==> src/rtl/kcuart_tx_buf.sv <==
// kcuart_tx_buf: transmit byte FIFO feeding the compact UART transmitter.
// Holds send_character_o high across queued bytes so characters go out back-to-back.
// Optional overflow flag: define KCUART_TX_BUF_OVF_EN to add ovf_clr_i / ovf_o.
module kcuart_tx_buf #(
  parameter int unsigned ADDR_W = 4
) (
  input  logic              clk,
  input  logic              rst_n,
  input  logic              wr_en_i,
  input  logic [7:0]        wr_data_i,
  input  logic              flush_i,
  output logic              full_o,
  output logic              empty_o,
  output logic [ADDR_W:0]   level_o,
  output logic [7:0]        tx_data_o,
  output logic              send_character_o,
  input  logic              tx_complete_i,
`ifdef KCUART_TX_BUF_OVF_EN
  output logic              tx_busy_o,
  input  logic              ovf_clr_i,
  output logic              ovf_o
`else
  output logic              tx_busy_o
`endif
);

  localparam int unsigned DEPTH = 2 ** ADDR_W;
  localparam logic [ADDR_W:0] PTR_ONE = {{ADDR_W{1'b0}}, 1'b1};

  typedef enum logic {
    ST_IDLE,
    ST_SEND
  } state_e;

  logic [7:0]      mem_q [DEPTH];
  logic [ADDR_W:0] wr_ptr_q, wr_ptr_d;
  logic [ADDR_W:0] rd_ptr_q, rd_ptr_d;
  logic            full_q, full_d;
  logic            empty_q, empty_d;
  state_e          state_q, state_d;
  logic [7:0]      tx_data_q, tx_data_d;
  logic            send_q, send_d;
  logic            wr_acc;
  logic            pop;
  logic [7:0]      head;

  assign head = mem_q[rd_ptr_q[ADDR_W-1:0]];

  // Write acceptance and pop decision; pop uses registered empty, flush cancels it
  always_comb begin
    wr_acc = wr_en_i & ~full_q & ~flush_i;
    pop    = 1'b0;
    if (~flush_i && ~empty_q) begin
      if (state_q == ST_IDLE)
        pop = 1'b1;
      else if (tx_complete_i)
        pop = 1'b1;
    end
  end

  // Next pointers and registered status flags
  always_comb begin
    wr_ptr_d = wr_ptr_q;
    rd_ptr_d = rd_ptr_q;
    if (flush_i) begin
      wr_ptr_d = '0;
      rd_ptr_d = '0;
    end else begin
      if (wr_acc) wr_ptr_d = wr_ptr_q + PTR_ONE;
      if (pop)    rd_ptr_d = rd_ptr_q + PTR_ONE;
    end
    empty_d = (wr_ptr_d == rd_ptr_d);
    full_d  = (wr_ptr_d[ADDR_W] != rd_ptr_d[ADDR_W]) &&
              (wr_ptr_d[ADDR_W-1:0] == rd_ptr_d[ADDR_W-1:0]);
  end

  // Transmit FSM next state: load a byte on pop, drop send only when drained
  always_comb begin
    state_d   = state_q;
    tx_data_d = tx_data_q;
    send_d    = send_q;
    unique case (state_q)
      ST_IDLE: begin
        if (pop) begin
          tx_data_d = head;
          send_d    = 1'b1;
          state_d   = ST_SEND;
        end
      end
      ST_SEND: begin
        if (tx_complete_i) begin
          if (pop) begin
            tx_data_d = head;
          end else if (empty_q) begin
            send_d  = 1'b0;
            state_d = ST_IDLE;
          end
          // a flush-cancelled pop keeps the current byte in SEND until the next completion
        end
      end
      default: begin
        state_d = ST_IDLE;
        send_d  = 1'b0;
      end
    endcase
  end

  // FIFO storage; no reset needed, validity tracked by the pointers
  always_ff @(posedge clk) begin
    if (wr_acc) mem_q[wr_ptr_q[ADDR_W-1:0]] <= wr_data_i;
  end

  // FIFO pointers and status
  always_ff @(posedge clk or negedge rst_n) begin
    if (!rst_n) begin
      wr_ptr_q <= '0;
      rd_ptr_q <= '0;
      full_q   <= 1'b0;
      empty_q  <= 1'b1;
    end else begin
      wr_ptr_q <= wr_ptr_d;
      rd_ptr_q <= rd_ptr_d;
      full_q   <= full_d;
      empty_q  <= empty_d;
    end
  end

  // Transmit FSM with registered data/send outputs
  always_ff @(posedge clk or negedge rst_n) begin
    if (!rst_n) begin
      state_q   <= ST_IDLE;
      tx_data_q <= '0;
      send_q    <= 1'b0;
    end else begin
      state_q   <= state_d;
      tx_data_q <= tx_data_d;
      send_q    <= send_d;
    end
  end

`ifdef KCUART_TX_BUF_OVF_EN
  logic ovf_q, ovf_d;

  // Sticky overflow flag; a new overflow beats a same-cycle clear
  always_comb begin
    ovf_d = ovf_q;
    if (ovf_clr_i) ovf_d = 1'b0;
    if (wr_en_i & full_q & ~flush_i) ovf_d = 1'b1;
  end

  // Overflow flag register
  always_ff @(posedge clk or negedge rst_n) begin
    if (!rst_n) ovf_q <= 1'b0;
    else        ovf_q <= ovf_d;
  end

  assign ovf_o = ovf_q;
`endif

  assign full_o           = full_q;
  assign empty_o          = empty_q;
  assign level_o          = wr_ptr_q - rd_ptr_q;
  assign tx_data_o        = tx_data_q;
  assign send_character_o = send_q;
  assign tx_busy_o        = send_q;

endmodule

==> config.mk <==
export PLATFORM = sky130hd
export DESIGN_NAME = kcuart_tx_buf
export DESIGN_NICKNAME = d
export VERILOG_FILES = /design/src/rtl/kcuart_tx_buf.sv
export SDC_FILE = /design/constraint.sdc
export NUM_CORES = 1
export LEC_CHECK = 0
export ABC_AREA = 1
export CORE_UTILIZATION = 54
export CTS_BUF_LIST = sky130_fd_sc_hd__clkbuf_4
export DETAILED_ROUTE_END_ITERATION = 6
export GPL_ROUTABILITY_DRIVEN = 0
export PLACE_DENSITY = 0.73
export SLEW_MARGIN = 20
export SYNTH_ARGS = -nofsm -noshare
export SYNTH_HDL_FRONTEND = slang
export SYNTH_SLANG_ARGS = --single-unit
==> constraint.sdc <==
create_clock -name clk -period 2.88 [get_ports clk]
set_clock_uncertainty 0.2 [all_clocks]
set_input_delay 0.576 -clock clk [delete_from_list [all_inputs] [get_ports clk]]
set_output_delay 0.576 -clock clk [all_outputs]
set_load 0.01 [all_outputs]
==> results of run 1 <==
==> metal layers <==
metal	vias up	wire length [um]	global-route usage [%]
met4	0	405	10.4
met1	2089	5630	29.9
met3	33	940	6.45
met5	-	0	0
li1	2115	-	-
met2	168	6890	39.5
==> cells in the mapped netlist (3+ instances only) <==
| cell type | number |
|---|---|
| sky130_fd_sc_hd__nor2_1 | 73 |
| sky130_fd_sc_hd__o22ai_1 | 16 |
| sky130_fd_sc_hd__o21ai_0 | 52 |
| sky130_fd_sc_hd__a21boi_0 | 7 |
| sky130_fd_sc_hd__inv_2 | 6 |
| sky130_fd_sc_hd__clkbuf_1 | 10 |
| sky130_fd_sc_hd__nand3_1 | 18 |
| sky130_fd_sc_hd__xor2_1 | 5 |
| sky130_fd_sc_hd__buf_4 | 3 |
| sky130_fd_sc_hd__buf_2 | 12 |
| sky130_fd_sc_hd__dfrtp_1 | 21 |
| sky130_fd_sc_hd__nand4_1 | 3 |
| sky130_fd_sc_hd__nand2_1 | 144 |
| sky130_fd_sc_hd__a21oi_1 | 29 |
| sky130_fd_sc_hd__ha_1 | 9 |
| sky130_fd_sc_hd__inv_1 | 23 |
| sky130_fd_sc_hd__o21ai_1 | 4 |
| sky130_fd_sc_hd__edfxtp_1 | 128 |
| sky130_fd_sc_hd__mux2i_1 | 8 |
==> flip-flops by register name, summed over array words and instances, names as in the netlist <==
signal / cells
wr_ptr_q: 5
mem_q: 128
send_character_o: 1
rd_ptr_q: 5
tx_data_o: 8
full_o: 1
empty_o: 1
state_q: 1
==> cell type report <==
class	count	area share [%]
multi-input combinational	374	24.6
antenna	1	0.0338
clock inverter	14	2.76
tap	143	2.42
clock buffer	18	1.83
timing repair buffer	62	7.44
inverter	30	1.52
sequential	150	59.4
==> kinds of logic (layout without fill, tap and decap cells) <==
logic type | Yosys count | in the layout | synth area share [%]
simple gates | 241 | 241 | 14.7
flops | 150 | 150 | 68.2
compound gates | 110 | 110 | 9.21
buf+inv | 57 | 124 | 3.85
fa+ha+maj | 10 | 10 | 2.06
mux | 8 | 8 | 1.24
xor+xnor | 5 | 5 | 0.680
other cells | 0 | 1 | 0
==> power by group through the flow <==
stage / sequential, W / clock, W / combinational (W)
detailed placement: 0.00257 / 0 / 0.00118
finish: 0.00252 / 0.00150 / 0.00118
floorplan: 0.00259 / 0 / 0.000666
CTS: 0.00252 / 0.00152 / 0.00117
global placement: 0.00256 / 0 / 0.00115
global route: 0.00254 / 0.00160 / 0.00130
==> repair_timing <==
item	in CTS	in global routing
gates resized for setup	12	7
setup buffers	0	2
pin swaps	0	4
endpoints found under the setup margin	4	3
==> per-stage QoR <==
stage / hold WS, ns / utilization (%) / total power, W
2_1_floorplan: 0.0804 / - / 0.00326
3_3_place_gp: 0.268 / 61.0 / 0.00372
3_5_place_dp: 0.269 / 61.0 / 0.00375
4_1_cts: 0.186 / 64.0 / 0.00521
5_1_grt: 0.208 / 64.2 / 0.00544
6_report: 0.213 / 64.2 / 0.00520
==> worst paths after layout <==
| kind | cells past startpoint | start | endpoint | slack (ns) |
|---|---|---|---|---|
| max | 8 | wr_ptr_q[0] | level_o[4] | -0.02 |
| min reg2reg | 2 | tx_data_o[0] | tx_data_o[0] | 0.30 |
| max in group asynchronous | 2 | rst_n | tx_data_o[2] | 1.67 |
| min in group clk | 2 | tx_data_o[0] | tx_data_o[0] | 0.30 |
| min | 1 | rst_n | rd_ptr_q[4] | 0.21 |
| max reg2reg | 10 | rd_ptr_q[0] | empty_o | 0.35 |
==> cell usage in the layout (no fill, tap or decap), types with 2 or more instances in the layout <==
cell type and instances:
sky130_fd_sc_hd__xor2_1 5, sky130_fd_sc_hd__o21ai_0 52, sky130_fd_sc_hd__mux2i_1 8, sky130_fd_sc_hd__a21oi_1 28
sky130_fd_sc_hd__o22ai_1 16, sky130_fd_sc_hd__nand2_1 144, sky130_fd_sc_hd__buf_12 2, sky130_fd_sc_hd__clkinv_2 4
sky130_fd_sc_hd__o21ai_1 4, sky130_fd_sc_hd__clkbuf_4 18, sky130_fd_sc_hd__dfrtp_2 2, sky130_fd_sc_hd__a21boi_0 7
sky130_fd_sc_hd__ha_1 8, sky130_fd_sc_hd__clkdlybuf4s50_1 25, sky130_fd_sc_hd__inv_2 8, sky130_fd_sc_hd__inv_1 21
sky130_fd_sc_hd__nand4_1 3, sky130_fd_sc_hd__nand3_1 18, sky130_fd_sc_hd__clkinv_1 3, sky130_fd_sc_hd__inv_6 2
sky130_fd_sc_hd__buf_4 31, sky130_fd_sc_hd__edfxtp_1 128, sky130_fd_sc_hd__dfrtp_1 19, sky130_fd_sc_hd__dlygate4sd2_1 2
sky130_fd_sc_hd__bufinv_16 5, sky130_fd_sc_hd__nor2_1 73
==> critical path: stages, from the launching register on <==
cell,delay [ns]
sky130_fd_sc_hd__dfrtp_1,0.40
sky130_fd_sc_hd__inv_2,0.08
sky130_fd_sc_hd__ha_4,0.12
sky130_fd_sc_hd__inv_2,0.04
sky130_fd_sc_hd__fa_2,0.35
sky130_fd_sc_hd__a21o_1,0.19
sky130_fd_sc_hd__a21oi_2,0.14
sky130_fd_sc_hd__xor2_1,0.14
sky130_fd_sc_hd__buf_2,0.14
==> results.txt, run 1 <==
number of antenna violations at the first check in global routing = 1
critical path capture point type = output pin
ratio of cells with drive above 1 in the final layout = 12.5%
Clock power frac = 28.8%
quantity of I/O buffers inserted on ports = 29
share of flip-flops with an asynchronous set or reset after synthesis = 14.7%
number of max-cap violations = 0
Cells after DPL = 757
hold-fix buffers at CTS = 0
outcome = complete, but fails checks
die height = 111 um
final non-filler cell total = 792
Detailed Route WL = 13,900 um
peak fanout along the critical path = 2
area taken by multi-input logic gates = 1820 sq um
worst setup timing slack at the placement stage = 0.0340 ns
ranking of synthesized cells by area = sky130_fd_sc_hd__edfxtp_1, sky130_fd_sc_hd__nand2_1, sky130_fd_sc_hd__dfrtp_1
source-to-sink clock delay at the later pin of the worst-skew pair = 0.54 ns
count of endpoints failing setup in the final report = 1
power per standard cell area = 703 nW/um^2
Peak Freq = 345 MHz
CTS clk-pin slew, worst paths = 0.12 ns
crit start category = flip-flop
Slew headroom = 48.4%
placeable core area = 11,500 sq um
Post-Syn Area = 6440 sq um
critical path required time = 2.10 ns
distinct cell type count of the synthesized netlist = 29
Detailed Routing Iterations Pass 1 = 7
class of the most critical setup path = reg -> out
maximum number of pins on one net before global-route repair = 71
Sequential Power Share = 48.5%
number of enable flip-flop cells after synthesis = 128
post-route clock period utilization = 101%
fillers = 891
internal cell power = 0.00371 W
count of mapped cells out of synthesis = 581
total count of hold-check failures in the final report = 0
final design instance area without fill = 7400 sq um
mean instance size in the synthesized netlist = 11.1 sq um
Seq/Total Area, Yosys = 68.2%
Seq cells post-synth = 150
switching power share of the total = 28.7%
syn_nets = 604
synthesis-to-finish area growth = 14.9%
chip width = 111 um
failing checks = design-rule violations, negative setup slack
number of placement rows = 39
Total GRT Usage = 24.0%
Num CTS Buffers = 17
CTS tree = done
Final #Nets = 658
Hold Path Class = in -> async
RSZ-0062 raised after global routing = true
relative contribution of combinational cells to total power = 22.7%
cell area after placement = 7020 sq um
global-route wire length before repair = 21,800 um
worst-margin pin slew = 0.774 ns
Final Max Tran Viols = 0
Static Leakage = 2.86 nW
number of DRC markers in iteration 0 = 309
average via count per standard cell = 5.56
total number of clock tree sinks = 150
Sw Pwr = 0.00149 W
via count of the first global-routing pass = 4,226
Die Footprint = 12,400 sq um
Clock Root Buffer = sky130_fd_sc_hd__clkbuf_4
H-tree levels = 4
final-layout setup total negative slack = -0.0153 ns
count of nets left with antenna violations after detail routing = 0
total half-perimeter wirelength after legalization and detailed placement = 9050 um
routed wire length per instance = 17.5 um
Seq. cell area = 4400 sq um
maximum VDD drop = 0.000398 V
warnings from Yosys = 0
fraction of post-synthesis cell area in the top cell type by area = 59.7%
Starting Density = 55.9%
maximum root-to-sink buffer count = 2
data arrival time of the worst path = 2.12 ns
min cycle time layout = 2.90 ns
grt ovf = 0
top cell type by total area after synthesis = sky130_fd_sc_hd__edfxtp_1
total number of vias = 4,405
most instantiated flip-flop cell in the synthesis netlist = sky130_fd_sc_hd__edfxtp_1
DRC violations left = 12
I/O pin count = 30
smallest setup slack after layout = -0.0153 ns
(Power assumes the default switching activity.)
==> run 2, diff against run 1 <==
- GPL_TIMING_DRIVEN: default -> 0
- PLACE_DENSITY: 0.73 -> 0.74
==> run 2 against run 1 <==
  * The flow still finishes with violations (design-rule violations, negative setup slack)
  * Sequential share of layout area is 0.48 points higher
  * Final area is 0.79% lower
  * Total power is 0.11% higher
  * Critical path type unchanged
  * First-iteration DRC count is 42% higher
  * Flip-flop and latch count stayed put
  * Critical endpoint unchanged
  * Largest cell class unchanged
  * Largest power group unchanged
  * Cell count is 0.13% higher
  * Worst hold slack better by 0.085 ns
  * Register-to-register slack better by 0.12 ns
  * Non-clock buffer count is 2 higher
  * Clock power is 7% lower
==> results.txt, run 2 (synthesis gave the netlist of run 1 again) <==
Hold Path Class = reg -> reg
worst-margin pin slew = 0.819 ns
count of endpoints failing setup in the final report = 1
Detailed Route WL = 15,100 um
ratio of cells with drive above 1 in the final layout = 11.7%
outcome = complete, but fails checks
Die Footprint = 12,400 sq um
failing checks = design-rule violations, negative setup slack
Power, Total = 0.00520 W
source-to-sink clock delay at the later pin of the worst-skew pair = 0.54 ns
Worst Hold Path Cells = 2
total count of hold-check failures in the final report = 0
data arrival time of the worst path = 2.17 ns
global-route wire length before repair = 23,900 um
I/O pin count = 30
number of antenna violations at the first check in global routing = 0
most frequent cells in the layout = sky130_fd_sc_hd__nand2_1, sky130_fd_sc_hd__edfxtp_1, sky130_fd_sc_hd__nor2_1, sky130_fd_sc_hd__o21ai_0, sky130_fd_sc_hd__a21oi_1
maximum number of pins on one net before global-route repair = 23
number of DRC markers in iteration 0 = 440
H-tree levels = 4
worst-case hold path end point = tx_data_o[7]
CTS clk-pin slew, worst paths = 0.12 ns
Total GRT Usage = 26.0%
fillers = 903
RSZ-0062 raised after global routing = true
maximum VDD drop = 0.000307 V
die height = 111 um
DRC violations left = 4
total number of clock tree sinks = 150
Final #Nets = 660
Starting Density = 55.9%
total number of vias = 4,558
critical path required time = 2.10 ns
Final Max Tran Viols = 0
Clock Root Buffer = sky130_fd_sc_hd__clkbuf_4
CTS tree = done
quantity of I/O buffers inserted on ports = 29
critical path capture point type = output pin
min cycle time layout = 2.94 ns
endpoint of the lowest-slack register-to-register path = mem_q[10][7]
Slew headroom = 45.2%
class of the most critical setup path = reg -> out
most common cell after layout, fill and taps aside = sky130_fd_sc_hd__nand2_1
worst reg-to-reg setup slack = 0.47 ns
via count of the first global-routing pass = 4,505
number of placement rows = 39
diode count = 0
post-route clock period utilization = 102%
synthesis-to-finish area growth = 13.9%
chip width = 111 um
number of cells on the worst reg-to-reg path = 5
maximum root-to-sink buffer count = 2
power per standard cell area = 709 nW/um^2
Static Leakage = 2.82 nW
average via count per standard cell = 5.75
crit start category = flip-flop
Num CTS Buffers = 17
routed wire length per instance = 19.0 um
final-layout setup total negative slack = -0.0630 ns
start of the worst register-to-register path = full_o
placeable core area = 11,500 sq um
number of flip-flops in the largest register = 128
total half-perimeter wirelength after legalization and detailed placement = 10,200 um
number of max-cap violations = 0
smallest setup slack after layout = -0.0630 ns
Detailed Routing Iterations Pass 1 = 7
peak fanout along the critical path = 2
Peak Freq = 340 MHz
count of nets left with antenna violations after detail routing = 0
grt ovf = 0
Worst Hold Launch = tx_data_o[7]
-- run 2: power breakdown --
part | leakage [nW] | switching [W] | internal (W)
sequential | 1.43 | 0.0000717 | 0.00246
clock | 0.167 | 0.000767 | 0.000620
combinational | 1.22 | 0.000765 | 0.000522
-- run 2: worst max-delay path: stages (launching register included) --
cell,delay (ns)
sky130_fd_sc_hd__dfrtp_2,0.43
sky130_fd_sc_hd__inv_2,0.07
sky130_fd_sc_hd__ha_4,0.12
sky130_fd_sc_hd__inv_2,0.04
sky130_fd_sc_hd__fa_2,0.34
sky130_fd_sc_hd__a21o_1,0.18
sky130_fd_sc_hd__a21oi_2,0.15
sky130_fd_sc_hd__xor2_1,0.16
sky130_fd_sc_hd__buf_2,0.15
-- run 2: stage by stage --
stage	setup slack [ns]	cell area, sq um	hold WS (ns)	instances	utilization, %
2_1_floorplan	0.323	6440	0.0804	581	-
4_1_cts	-0.145	7330	0.302	790	63.6
5_1_grt	-0.164	7340	0.322	793	63.7
6_report	-0.0630	7340	0.298	793	63.7
3_3_place_gp	-0.368	6910	0.268	753	60.0
3_5_place_dp	-0.380	6910	0.273	753	60.0
-- run 2: final cells by class --
class / count / area, sq um / share of cell area [%]
inverter: 30 / 125 / 1.70
multi-input combinational: 374 / 1820 / 24.8
buffer: 23 / 121 / 1.65
clock inverter: 14 / 174 / 2.37
sequential: 150 / 4400 / 59.9
clock buffer: 18 / 135 / 1.84
tap: 143 / 179 / 2.44
timing repair buffer: 41 / 390 / 5.32
-- run 2: worst max path at each step --
stage / to / slack (ns) / start / cells after the start
6_report: level_o[4] / -0.06 / wr_ptr_q[0] / 8
2_1_floorplan: level_o[4] / 0.32 / rd_ptr_q[1] / 8
3_5_place_dp: level_o[4] / -0.38 / rd_ptr_q[2] / 7
5_1_grt: level_o[4] / -0.16 / wr_ptr_q[0] / 8
4_1_cts: level_o[4] / -0.14 / wr_ptr_q[0] / 8
3_3_place_gp: level_o[4] / -0.37 / rd_ptr_q[2] / 7
-- run 2: timing repair --
item / 4_1_cts / 5_1_grt
setup endpoints to repair: 4 / 2
endpoints found under the hold margin: 0 / 21
gates resized for setup: 27 / 1
buffers inserted: 7 / 3
pin swaps: 4 / 3
hold buffers: 0 / 1
gates cloned: 1 / 0
-- run 2: metal layers --
metal / part of all wire, % / vias up / track usage, %
li1: - / 2126 / -
met2: 49 / 246 / 41.9
met3: 8.5 / 36 / 5.58
met4: 3.2 / 0 / 12.3
met5: 0 / - / 0
met1: 40 / 2150 / 33.8
==> run 3, diff against run 2 <==
- SLEW_MARGIN: 20 -> 10
==> run 3 against run 2 <==
  * Critical endpoint unchanged
  * Critical path type unchanged
  * The run still ends with design-rule violations, negative setup slack left
  * Final area barely moved
  * Critical path depth did not move
  * Non-clock buffer count fell by 1
  * Flip-flop and latch count did not move
  * Die area did not move
==> results.txt, run 3 (synthesis gave the netlist of run 1 again) <==
routed wire length per instance = 19.0 um
total count of hold-check failures in the final report = 0
critical path required time = 2.10 ns
number of max-cap violations = 0
Peak Freq = 339 MHz
Clock Root Buffer = sky130_fd_sc_hd__clkbuf_4
I/O pin count = 30
number of DRC markers in iteration 0 = 451
Final Max Tran Viols = 0
number of flip-flops in the largest register = 128
Die Footprint = 12,400 sq um
Detailed Routing Iterations Pass 1 = 7
CTS clk-pin slew, worst paths = 0.12 ns
routed metal-1 wire length = 5910 um
CTS tree = done
Total GRT Usage = 26.0%
Clock power frac = 26.7%
switching power share of the total = 30.8%
placeable core area = 11,500 sq um
critical path capture point type = output pin
total half-perimeter wirelength after legalization and detailed placement = 10,200 um
number of antenna violations at the first check in global routing = 0
RSZ-0062 raised after global routing = true
class of the most critical setup path = reg -> out
global-route wire length before repair = 23,900 um
smallest setup slack after layout = -0.0720 ns
count of nets left with antenna violations after detail routing = 0
source-to-sink clock delay at the later pin of the worst-skew pair = 0.55 ns
diode count = 0
Hold Path Class = reg -> reg
amount of wire on met3 after detailed routing = 1380 um
count of endpoints failing setup in the final report = 1
via count of the first global-routing pass = 4,505
die height = 111 um
Static Leakage = 2.82 nW
data arrival time of the worst path = 2.18 ns
crit start category = flip-flop
DRC violations left = 4
Num CTS Buffers = 17
Starting Density = 55.9%
H-tree levels = 4
maximum number of pins on one net before global-route repair = 23
Slew headroom = 26.1%
worst-margin pin slew = 1.10 ns
chip width = 111 um
Final #Nets = 659
total number of vias = 4,581
maximum VDD drop = 0.000307 V
met2 routed wirelength = 7340 um
synthesis-to-finish area growth = 13.9%
power per standard cell area = 710 nW/um^2
min cycle time layout = 2.95 ns
final core utilization = 63.7%
internal cell power = 0.00360 W
post-route clock period utilization = 102%
failing checks = design-rule violations, negative setup slack
total number of clock tree sinks = 150
relative contribution of combinational cells to total power = 24.7%
number of placement rows = 39
peak fanout along the critical path = 2
Detailed Route WL = 15,100 um
ratio of cells with drive above 1 in the final layout = 11.6%
maximum root-to-sink buffer count = 2
average via count per standard cell = 5.78
most common cell after layout, fill and taps aside = sky130_fd_sc_hd__nand2_1
Sequential Power Share = 48.6%
highest metal layer used by the detailed router = met4
outcome = complete, but fails checks
grt ovf = 0
most frequent cells in the layout = sky130_fd_sc_hd__nand2_1, sky130_fd_sc_hd__edfxtp_1, sky130_fd_sc_hd__nor2_1, sky130_fd_sc_hd__o21ai_0, sky130_fd_sc_hd__a21oi_1
Sw Pwr = 0.00160 W
quantity of I/O buffers inserted on ports = 29
worst setup timing slack at the placement stage = -0.380 ns
run 3: final timing paths:
check / startpoint / endpoint / slack [ns] / cells after the start
max: wr_ptr_q[0] / level_o[4] / -0.07 / 8
min: tx_data_o[7] / tx_data_o[7] / 0.30 / 2
max reg2reg: full_o / mem_q[10][7] / 0.47 / 5
min reg2reg: tx_data_o[7] / tx_data_o[7] / 0.30 / 2
max in group asynchronous: rst_n / wr_ptr_q[0] / 1.33 / 1
min in group asynchronous: rst_n / rd_ptr_q[4] / 0.41 / 1
run 3: through the flow:
| step | area (sq um) | cells | setup TNS, ns | power [W] | hold WS (ns) |
|---|---|---|---|---|---|
| 2_1_floorplan | 6440 | 581 | 0 | 0.00326 | 0.0804 |
| 3_3_place_gp | 6910 | 753 | -13.08 | 0.00375 | 0.268 |
| 3_5_place_dp | 6910 | 753 | -15.89 | 0.00379 | 0.273 |
| 4_1_cts | 7330 | 790 | -0.145 | 0.00520 | 0.302 |
| 5_1_grt | 7330 | 792 | -0.318 | 0.00542 | 0.322 |
| 6_report | 7330 | 792 | -0.0720 | 0.00521 | 0.298 |
run 3: layout make-up:
cell class	count	area [sq um]
buffer	23	121
clock buffer	18	135
clock inverter	14	174
fill	903	4180
inverter	30	125
multi-input combinational	374	1820
sequential	150	4400
tap	143	179
timing repair buffer	40	385
run 3: what timing repair did:
action | in CTS | in global routing
hold buffers | 0 | 0
setup endpoints to repair | 4 | 2
hold endpoints to repair | 0 | 0
setup buffers | 7 | 3
gates resized for setup | 27 | 1
cloned | 1 | 0
pin swaps | 4 | 3
run 3: worst max-delay path, stage by stage, from the launching register on:
cell and delay (ns):
sky130_fd_sc_hd__dfrtp_2 0.43, sky130_fd_sc_hd__inv_2 0.07, sky130_fd_sc_hd__ha_4 0.12, sky130_fd_sc_hd__inv_2 0.04, sky130_fd_sc_hd__fa_2 0.34, sky130_fd_sc_hd__a21o_1 0.18, sky130_fd_sc_hd__a21oi_2 0.15, sky130_fd_sc_hd__xor2_1 0.16
sky130_fd_sc_hd__buf_2 0.15
run 3: power by group through the flow:
stage,logic (W),clock network (W),registers (W)
2_1_floorplan,0.000666,0,0.00259
3_3_place_gp,0.00118,0,0.00257
3_5_place_dp,0.00121,0,0.00258
4_1_cts,0.00128,0.00139,0.00253
5_1_grt,0.00140,0.00148,0.00254
6_report,0.00129,0.00139,0.00253
run 3: metal layers:
layer  track usage [%]  up-vias
met2              41.9      244
met4              12.3        0
met3              5.58       35
met1              33.8     2177
li1                  -     2125
met5                 0        -
